## config.mk

```make
export PLATFORM = sky130hd
export DESIGN_NAME = multicycle_controller
export DESIGN_NICKNAME = d
export VERILOG_FILES = /design/src/rtl/rv_ctrl_pkg.sv /design/src/rtl/alu_decoder.sv /design/src/rtl/multicycle_controller.sv
export SDC_FILE = /design/constraint.sdc
export NUM_CORES = 1
export LEC_CHECK = 0
export CAP_MARGIN = 0
export CORE_MARGIN = 2
export CORE_UTILIZATION = 51
export CTS_CLUSTER_SIZE = 28
export DETAILED_ROUTE_END_ITERATION = 16
export PLACE_DENSITY_LB_ADDON = 0.25
export RECOVER_POWER = 25
export SLEW_MARGIN = 20
export SYNTH_ARGS = -nofsm -noshare
export SYNTH_HDL_FRONTEND = slang
export SYNTH_SLANG_ARGS = --single-unit
export TNS_END_PERCENT = 20
```

## constraint.sdc

```tcl
create_clock -name clk -period 4.8 [get_ports clk]
set_clock_uncertainty 0.15 [all_clocks]
set_input_delay 0.48 -clock clk [delete_from_list [all_inputs] [get_ports clk]]
set_output_delay 0.48 -clock clk [all_outputs]
set_load 0.03 [all_outputs]
```

## src/rtl/rv_ctrl_pkg.sv

```systemverilog
// Shared encodings for the multicycle RV32I control path: FSM states,
// opcodes, ALU op / ALU control codes and datapath mux selects.
package rv_ctrl_pkg;

    typedef enum logic [3:0] {
        S_FETCH    = 4'd0,
        S_DECODE   = 4'd1,
        S_MEMADR   = 4'd2,
        S_MEMREAD  = 4'd3,
        S_MEMWB    = 4'd4,
        S_MEMWRITE = 4'd5,
        S_EXECUTER = 4'd6,
        S_EXECUTEI = 4'd7,
        S_ALUWB    = 4'd8,
        S_BEQ      = 4'd9,
        S_JAL      = 4'd10
    } state_t;

    localparam logic [6:0] OP_LW    = 7'b0000011;
    localparam logic [6:0] OP_SW    = 7'b0100011;
    localparam logic [6:0] OP_RTYPE = 7'b0110011;
    localparam logic [6:0] OP_ITYPE = 7'b0010011;
    localparam logic [6:0] OP_BEQ   = 7'b1100011;
    localparam logic [6:0] OP_JAL   = 7'b1101111;

    localparam logic [1:0] ALUOP_ADD   = 2'b00;
    localparam logic [1:0] ALUOP_SUB   = 2'b01;
    localparam logic [1:0] ALUOP_FUNCT = 2'b10;

    localparam logic [2:0] ALU_ADD = 3'b000;
    localparam logic [2:0] ALU_SUB = 3'b001;
    localparam logic [2:0] ALU_AND = 3'b010;
    localparam logic [2:0] ALU_OR  = 3'b011;
    localparam logic [2:0] ALU_SLT = 3'b101;

    localparam logic [1:0] RES_ALUOUT    = 2'b00;
    localparam logic [1:0] RES_DATA      = 2'b01;
    localparam logic [1:0] RES_ALURESULT = 2'b10;

    localparam logic [1:0] SRCA_PC    = 2'b00;
    localparam logic [1:0] SRCA_OLDPC = 2'b01;
    localparam logic [1:0] SRCA_REGA  = 2'b10;

    localparam logic [1:0] SRCB_REGB = 2'b00;
    localparam logic [1:0] SRCB_IMM  = 2'b01;
    localparam logic [1:0] SRCB_FOUR = 2'b10;

    localparam logic [1:0] IMM_I = 2'b00;
    localparam logic [1:0] IMM_S = 2'b01;
    localparam logic [1:0] IMM_B = 2'b10;
    localparam logic [1:0] IMM_J = 2'b11;

    // Immediate format straight from the opcode; unknown opcodes fall back to I.
    function automatic logic [1:0] imm_src_for(input logic [6:0] opc);
        logic [1:0] imm;
        imm = IMM_I;
        case (opc)
            OP_SW:   imm = IMM_S;
            OP_BEQ:  imm = IMM_B;
            OP_JAL:  imm = IMM_J;
            default: imm = IMM_I;
        endcase
        return imm;
    endfunction

endpackage

```

## src/rtl/alu_decoder.sv

```systemverilog
// ALU control decoder: maps the FSM's ALU op plus funct fields onto the ALU
// operation code.
module alu_decoder
    import rv_ctrl_pkg::*;
(
    input  logic [1:0] alu_op,
    input  logic       funct7,
    input  logic       opcode5,
    input  logic [2:0] funct3,
    output logic [2:0] alu_control
);

    // Forced add/sub for address and branch math, funct-driven otherwise.
    // Only register-register 000 can be a subtract; addi never is.
    always_comb begin
        alu_control = ALU_ADD;
        case (alu_op)
            ALUOP_ADD: alu_control = ALU_ADD;
            ALUOP_SUB: alu_control = ALU_SUB;
            ALUOP_FUNCT: begin
                case (funct3)
                    3'b000:  alu_control = ({opcode5, funct7} == 2'b11) ? ALU_SUB : ALU_ADD;
                    3'b010:  alu_control = ALU_SLT;
                    3'b110:  alu_control = ALU_OR;
                    3'b111:  alu_control = ALU_AND;
                    default: alu_control = ALU_ADD;
                endcase
            end
            default: alu_control = ALU_ADD;
        endcase
    end

endmodule

```

## src/rtl/multicycle_controller.sv

```systemverilog
// Main control FSM of the multicycle RV32I core.
//
//  state    | meaning
//  ---------+--------------------------------------------------------------
//  FETCH    | read instr at PC, PC+4 -> PC when memory is ready
//  DECODE   | read regs, branch target -> ALUOut, dispatch on opcode
//  MEMADR   | rs1 + imm -> ALUOut (load/store address)
//  MEMREAD  | read data memory at ALUOut, wait for ready
//  MEMWB    | loaded data -> rd
//  MEMWRITE | write data memory at ALUOut, strobe held until ready
//  EXECUTER | rs1 op rs2
//  EXECUTEI | rs1 op imm
//  ALUWB    | ALUOut -> rd
//  BEQ      | rs1 - rs2, take branch target when zero
//  JAL      | OldPC + 4 -> ALUOut, jump target -> PC
module multicycle_controller
    import rv_ctrl_pkg::*;
#(
    parameter int CNT_W = 32
) (
    input  logic             clk,
    input  logic             rst_n,
    input  logic [6:0]       opcode,
    input  logic [2:0]       funct3,
    input  logic             funct7b5,
    input  logic             zero,
    input  logic             mem_ready,
    output logic             pc_write,
    output logic             adr_src,
    output logic             mem_write,
    output logic             ir_write,
    output logic [1:0]       result_src,
    output logic [1:0]       alu_src_a,
    output logic [1:0]       alu_src_b,
    output logic [1:0]       imm_src,
    output logic             reg_write,
    output logic [2:0]       alu_control,
    output logic             illegal_instr,
    output logic [CNT_W-1:0] instr_retired
);

    state_t     state;
    state_t     state_next;
    logic [1:0] alu_op;
    logic       branch;
    logic       pc_update;
    logic       ir_write_int;
    logic       mem_write_int;
    logic       reg_write_int;
    logic       illegal_int;
    logic       retire;

    // State register; reset abandons any instruction in flight.
    always_ff @(posedge clk or negedge rst_n) begin
        if (!rst_n) begin
            state <= S_FETCH;
        end else begin
            state <= state_next;
        end
    end

    // Next-state and Moore output decode.
    always_comb begin
        state_next    = S_FETCH;
        adr_src       = 1'b0;
        ir_write_int  = 1'b0;
        mem_write_int = 1'b0;
        reg_write_int = 1'b0;
        pc_update     = 1'b0;
        branch        = 1'b0;
        illegal_int   = 1'b0;
        result_src    = RES_ALUOUT;
        alu_src_a     = SRCA_PC;
        alu_src_b     = SRCB_REGB;
        alu_op        = ALUOP_ADD;
        retire        = 1'b0;
        case (state)
            S_FETCH: begin
                alu_src_b    = SRCB_FOUR;
                result_src   = RES_ALURESULT;
                ir_write_int = mem_ready;
                pc_update    = mem_ready;
                state_next   = mem_ready ? S_DECODE : S_FETCH;
            end
            S_DECODE: begin
                alu_src_a = SRCA_OLDPC;
                alu_src_b = SRCB_IMM;
                case (opcode)
                    OP_LW, OP_SW: state_next = S_MEMADR;
                    OP_RTYPE:     state_next = S_EXECUTER;
                    OP_ITYPE:     state_next = S_EXECUTEI;
                    OP_BEQ:       state_next = S_BEQ;
                    OP_JAL:       state_next = S_JAL;
                    default: begin
                        state_next  = S_FETCH;
                        illegal_int = 1'b1;
                    end
                endcase
            end
            S_MEMADR: begin
                alu_src_a  = SRCA_REGA;
                alu_src_b  = SRCB_IMM;
                state_next = (opcode == OP_LW) ? S_MEMREAD : S_MEMWRITE;
            end
            S_MEMREAD: begin
                adr_src    = 1'b1;
                state_next = mem_ready ? S_MEMWB : S_MEMREAD;
            end
            S_MEMWB: begin
                result_src    = RES_DATA;
                reg_write_int = 1'b1;
                retire        = 1'b1;
            end
            S_MEMWRITE: begin
                adr_src       = 1'b1;
                mem_write_int = 1'b1;
                retire        = mem_ready;
                state_next    = mem_ready ? S_FETCH : S_MEMWRITE;
            end
            S_EXECUTER: begin
                alu_src_a  = SRCA_REGA;
                alu_op     = ALUOP_FUNCT;
                state_next = S_ALUWB;
            end
            S_EXECUTEI: begin
                alu_src_a  = SRCA_REGA;
                alu_src_b  = SRCB_IMM;
                alu_op     = ALUOP_FUNCT;
                state_next = S_ALUWB;
            end
            S_ALUWB: begin
                reg_write_int = 1'b1;
                retire        = 1'b1;
            end
            S_BEQ: begin
                alu_src_a = SRCA_REGA;
                alu_op    = ALUOP_SUB;
                branch    = 1'b1;
                retire    = 1'b1;
            end
            S_JAL: begin
                alu_src_a  = SRCA_OLDPC;
                alu_src_b  = SRCB_FOUR;
                pc_update  = 1'b1;
                state_next = S_ALUWB;
            end
            default: state_next = S_FETCH;
        endcase
    end

    // Retired-instruction counter; wraps naturally at 2^CNT_W.
    always_ff @(posedge clk or negedge rst_n) begin
        if (!rst_n) begin
            instr_retired <= '0;
        end else if (retire) begin
            instr_retired <= instr_retired + CNT_W'(1);
        end
    end

    alu_decoder u_alu_decoder (
        .alu_op      (alu_op),
        .funct7      (funct7b5),
        .opcode5     (opcode[5]),
        .funct3      (funct3),
        .alu_control (alu_control)
    );

    // Write enables are gated by reset so nothing commits while rst_n is low.
    assign imm_src       = imm_src_for(opcode);
    assign pc_write      = rst_n & ((branch & zero) | pc_update);
    assign ir_write      = rst_n & ir_write_int;
    assign mem_write     = rst_n & mem_write_int;
    assign reg_write     = rst_n & reg_write_int;
    assign illegal_instr = rst_n & illegal_int;

endmodule

```

==> results.sh <==
export IMPL_max_stage_delay_ns=0.70
export IMPL_ys_warn_count=0
export IMPL_diodes=0
export IMPL_tightestPinTransition_ns=1.46
export IMPL_hold_start="instr_retired[30]"
export IMPL_peakVddDrop_mv=0.129
export IMPL_drt_first_pass_iters=4
export IMPL_die_w_um=68.6
export IMPL_worstPathCellList="nor2b_1, nand2_1, ha_1, nor3_1, clkdlybuf4s50_1"
export IMPL_vias=1912
export IMPL_overflow=0
export IMPL_multi_input_comb_area_mm2=0.00117
export IMPL_p_leak_nw=1.24
export IMPL_synthCells=238
export IMPL_remaining_drc_errors=0
export IMPL_outcome="complete, no violations"
export IMPL_clock_fmax_mhz=297
export IMPL_final_net_count=322
export IMPL_grt_first_pass_wirelength_mm=7.51
export IMPL_post_dp_cell_area_mm2=0.00280
export IMPL_switching_share_pct=29.4
export IMPL_dpl_hpwl_mm=3.58
export IMPL_wire_per_inst_um=13.2
export IMPL_fillers=319
export IMPL_min_path_type="reg -> reg"
export IMPL_power_density_mw_per_mm2=263
export IMPL_total_power_mw=0.767
export IMPL_hold_viol=0
export IMPL_antenna_found_initial=0
export IMPL_rsz0062_at_grt="no"
export IMPL_worstPathMaxFanout=21
export IMPL_syn_area_mm2=0.00213
export IMPL_root_buffer="clkbuf_8"
export IMPL_slew_violations=0
export IMPL_dieArea_mm2=0.00471
export IMPL_syn_area_per_cell_um2=8.95
export IMPL_cts_tree="done"
export IMPL_clkPwrFrac_pct=34.1
export IMPL_fin_area_mm2=0.00292
export IMPL_via_per_inst=5.39
export IMPL_yosysSeqAreaShare_pct=42.3
export IMPL_start_util_pct=53.2
export IMPL_ctsLongestPathBuffers=2
export IMPL_grt_usage_pct=21.2
export IMPL_final_setup_tns_ns=0
export IMPL_postCtsSetupBuffers=0
export IMPL_synth_cell_type_count=43
export IMPL_io_buffer_count=63
export IMPL_dp_cells=346
export IMPL_htreeDepth=2
export IMPL_io_pins=64
export IMPL_ant_nets=0
export IMPL_clk_latency_ns=0.28
export IMPL_drv_cap=0
export IMPL_synth_edff_count=0
export IMPL_p_int_mw=0.541
export IMPL_synth_flop_cell="dfrtp_1"
export IMPL_setup_worst_path_start="state[1]"
export IMPL_area_sequential_um2=901
export IMPL_rows=23
export IMPL_path_class="reg -> out"
export IMPL_drt_iter0_drc=110
export IMPL_syn_nets=256
export IMPL_async_reset_ff_share_pct=100
export IMPL_fin_cells=355
export IMPL_numCtsBuffers=5
export IMPL_setup_viol=0
export IMPL_fin_util_pct=72.9
export IMPL_drt_wl_total_mm=4.70
export IMPL_drive_gt1_share_pct=7.21
export IMPL_finalCriticalPeriod_ns=3.37
export IMPL_startpoint_type="flop"
export IMPL_slew_headroom_pct=2.61
export IMPL_grt_max_degree=29
export IMPL_die_h_um=68.6
export IMPL_gp_congestion=0.815
export IMPL_combPwrFrac_pct=21.4
export IMPL_rr_startpoint="state[3]"
export IMPL_cp_end_kind="primary output"
export IMPL_timing_final_crit_share_pct=70.1
export IMPL_power_frac_seq_pct=44.6
export IMPL_cp_required_ns=4.17
export IMPL_arrival_ns=2.74
export IMPL_switching_power_mw=0.225
export IMPL_ys_seq_elements=36
export IMPL_fp_coreArea_mm2=0.00400
export IMPL_clk_pin_slew_ns=0.07
export IMPL_critPathSlowestCell="clkdlybuf4s50_1"
export IMPL_syn_to_final_growth_pct=37.0
export IMPL_grt_pass1_vias=1684
export IMPL_clock_sinks=36
[power groups by stage]
stage          registers (mW)  logic (mW)  clock network, mW
2_1_floorplan           0.366      0.0664                  0
3_3_place_gp            0.345       0.160                  0
3_5_place_dp            0.348       0.164                  0
4_1_cts                 0.342       0.166              0.264
5_1_grt                 0.345       0.177              0.278
6_report                0.342       0.164              0.261
[area by class of cell]
cell class                      count  share of cell area [%]
Inverter                            8                    1.03
Clock inverter                      3                    1.46
Multi-Input combinational cell    188                    40.3
Sequential cell                    36                    30.9
Tap cell                           50                    2.14
Clock buffer                        5                    2.36
Timing Repair Buffer               65                    21.9
[per-stage QoR]
| step | setup slack [ns] | hold WS [ns] |
|---|---|---|
| 2_1_floorplan | 2.10 | 0.0344 |
| 3_3_place_gp | 1.82 | 0.223 |
| 3_5_place_dp | 1.73 | 0.223 |
| 4_1_cts | 1.43 | 0.348 |
| 5_1_grt | 1.26 | 0.371 |
| 6_report | 1.43 | 0.340 |
[worst paths after layout]
path | to | slack, ns | cells after the start
worst max-delay path | alu_control[1] | 1.43 | 5
max in group asynchronous | instr_retired[8] | 2.14 | 3
worst min register to register | instr_retired[30] | 0.34 | 1
worst min-delay path | instr_retired[30] | 0.34 | 1
min in group asynchronous | instr_retired[30] | 0.59 | 2
worst max register to register | instr_retired[31] | 2.30 | 5
[routing by layer]
metal	global-route usage, %	up-vias	share of wire [%]
met5	0	-	0
met4	7.25	0	1.5
met3	3.57	7	4.0
met2	36.4	63	49
met1	26.9	898	45
li1	-	944	-
[worst max-delay path: cells and delay by family, from the launching register on]
kind | cells | cell delay, ns
adder cells (fa/ha/maj) | 1 | 0.33
flip-flops | 1 | 0.60
AND/OR/NAND/NOR | 3 | 0.82
buffers and inverters | 1 | 0.70
[Yosys cell counts, drive strengths merged, types with 2 or more instances]
cell    number  area [um2]
o21a         2        15.0
nand2b       5        33.8
or3          5        31.3
xnor2       11        96.3
o21ai        8        51.3
inv          8        30.0
and2b        2        17.5
a21oi       10        50.1
nor2b        5        31.3
nand4        6        43.8
nor3        21         130
buf          2        8.75
nand2       26         100
nor2        29         109
ha           3        37.5
xor2        22         193
clkbuf       4        15.0
nor4         4        46.3
nand3       13        65.1
a31oi        2        12.5
nand3b       2        15.0
dfrtp       36         901
[kinds of logic (layout without fill, tap and decap cells)]
group	Yosys count	count (layout)	synth area share, %
AND/OR/NAND/NOR	123	123	31.0
adder cells (fa/ha/maj)	3	3	1.76
AO/OA/AOI/OAI	28	28	8.28
buffers and inverters	14	81	2.53
multiplexers	1	1	0.529
XOR/XNOR	33	33	13.6
flip-flops	36	36	42.3
[timing repair]
item,in CTS,in global routing
hold endpoints to repair,8,0
hold buffers,1,0
resized for setup,0,0
[state kept, by name, summed over array words and instances, names as in the netlist]
name and count:
instr_retired 32, state 4
[cells in the final DEF, fill, tap and decap left out, types with 3 or more instances in the layout]
cell type,instances
nand2_1,25
nor3_2,5
or3_1,5
dfrtp_1,36
clkdlybuf4s50_1,62
ha_1,3
clkbuf_8,5
o21ai_0,7
inv_1,8
nand2b_1,4
nor2_1,29
nor2b_1,5
nand4_1,5
nand3_1,13
xnor2_1,11
nor3_1,16
xor2_1,22
a21oi_1,10
No activity file was read; power rests on OpenSTA's default activity.
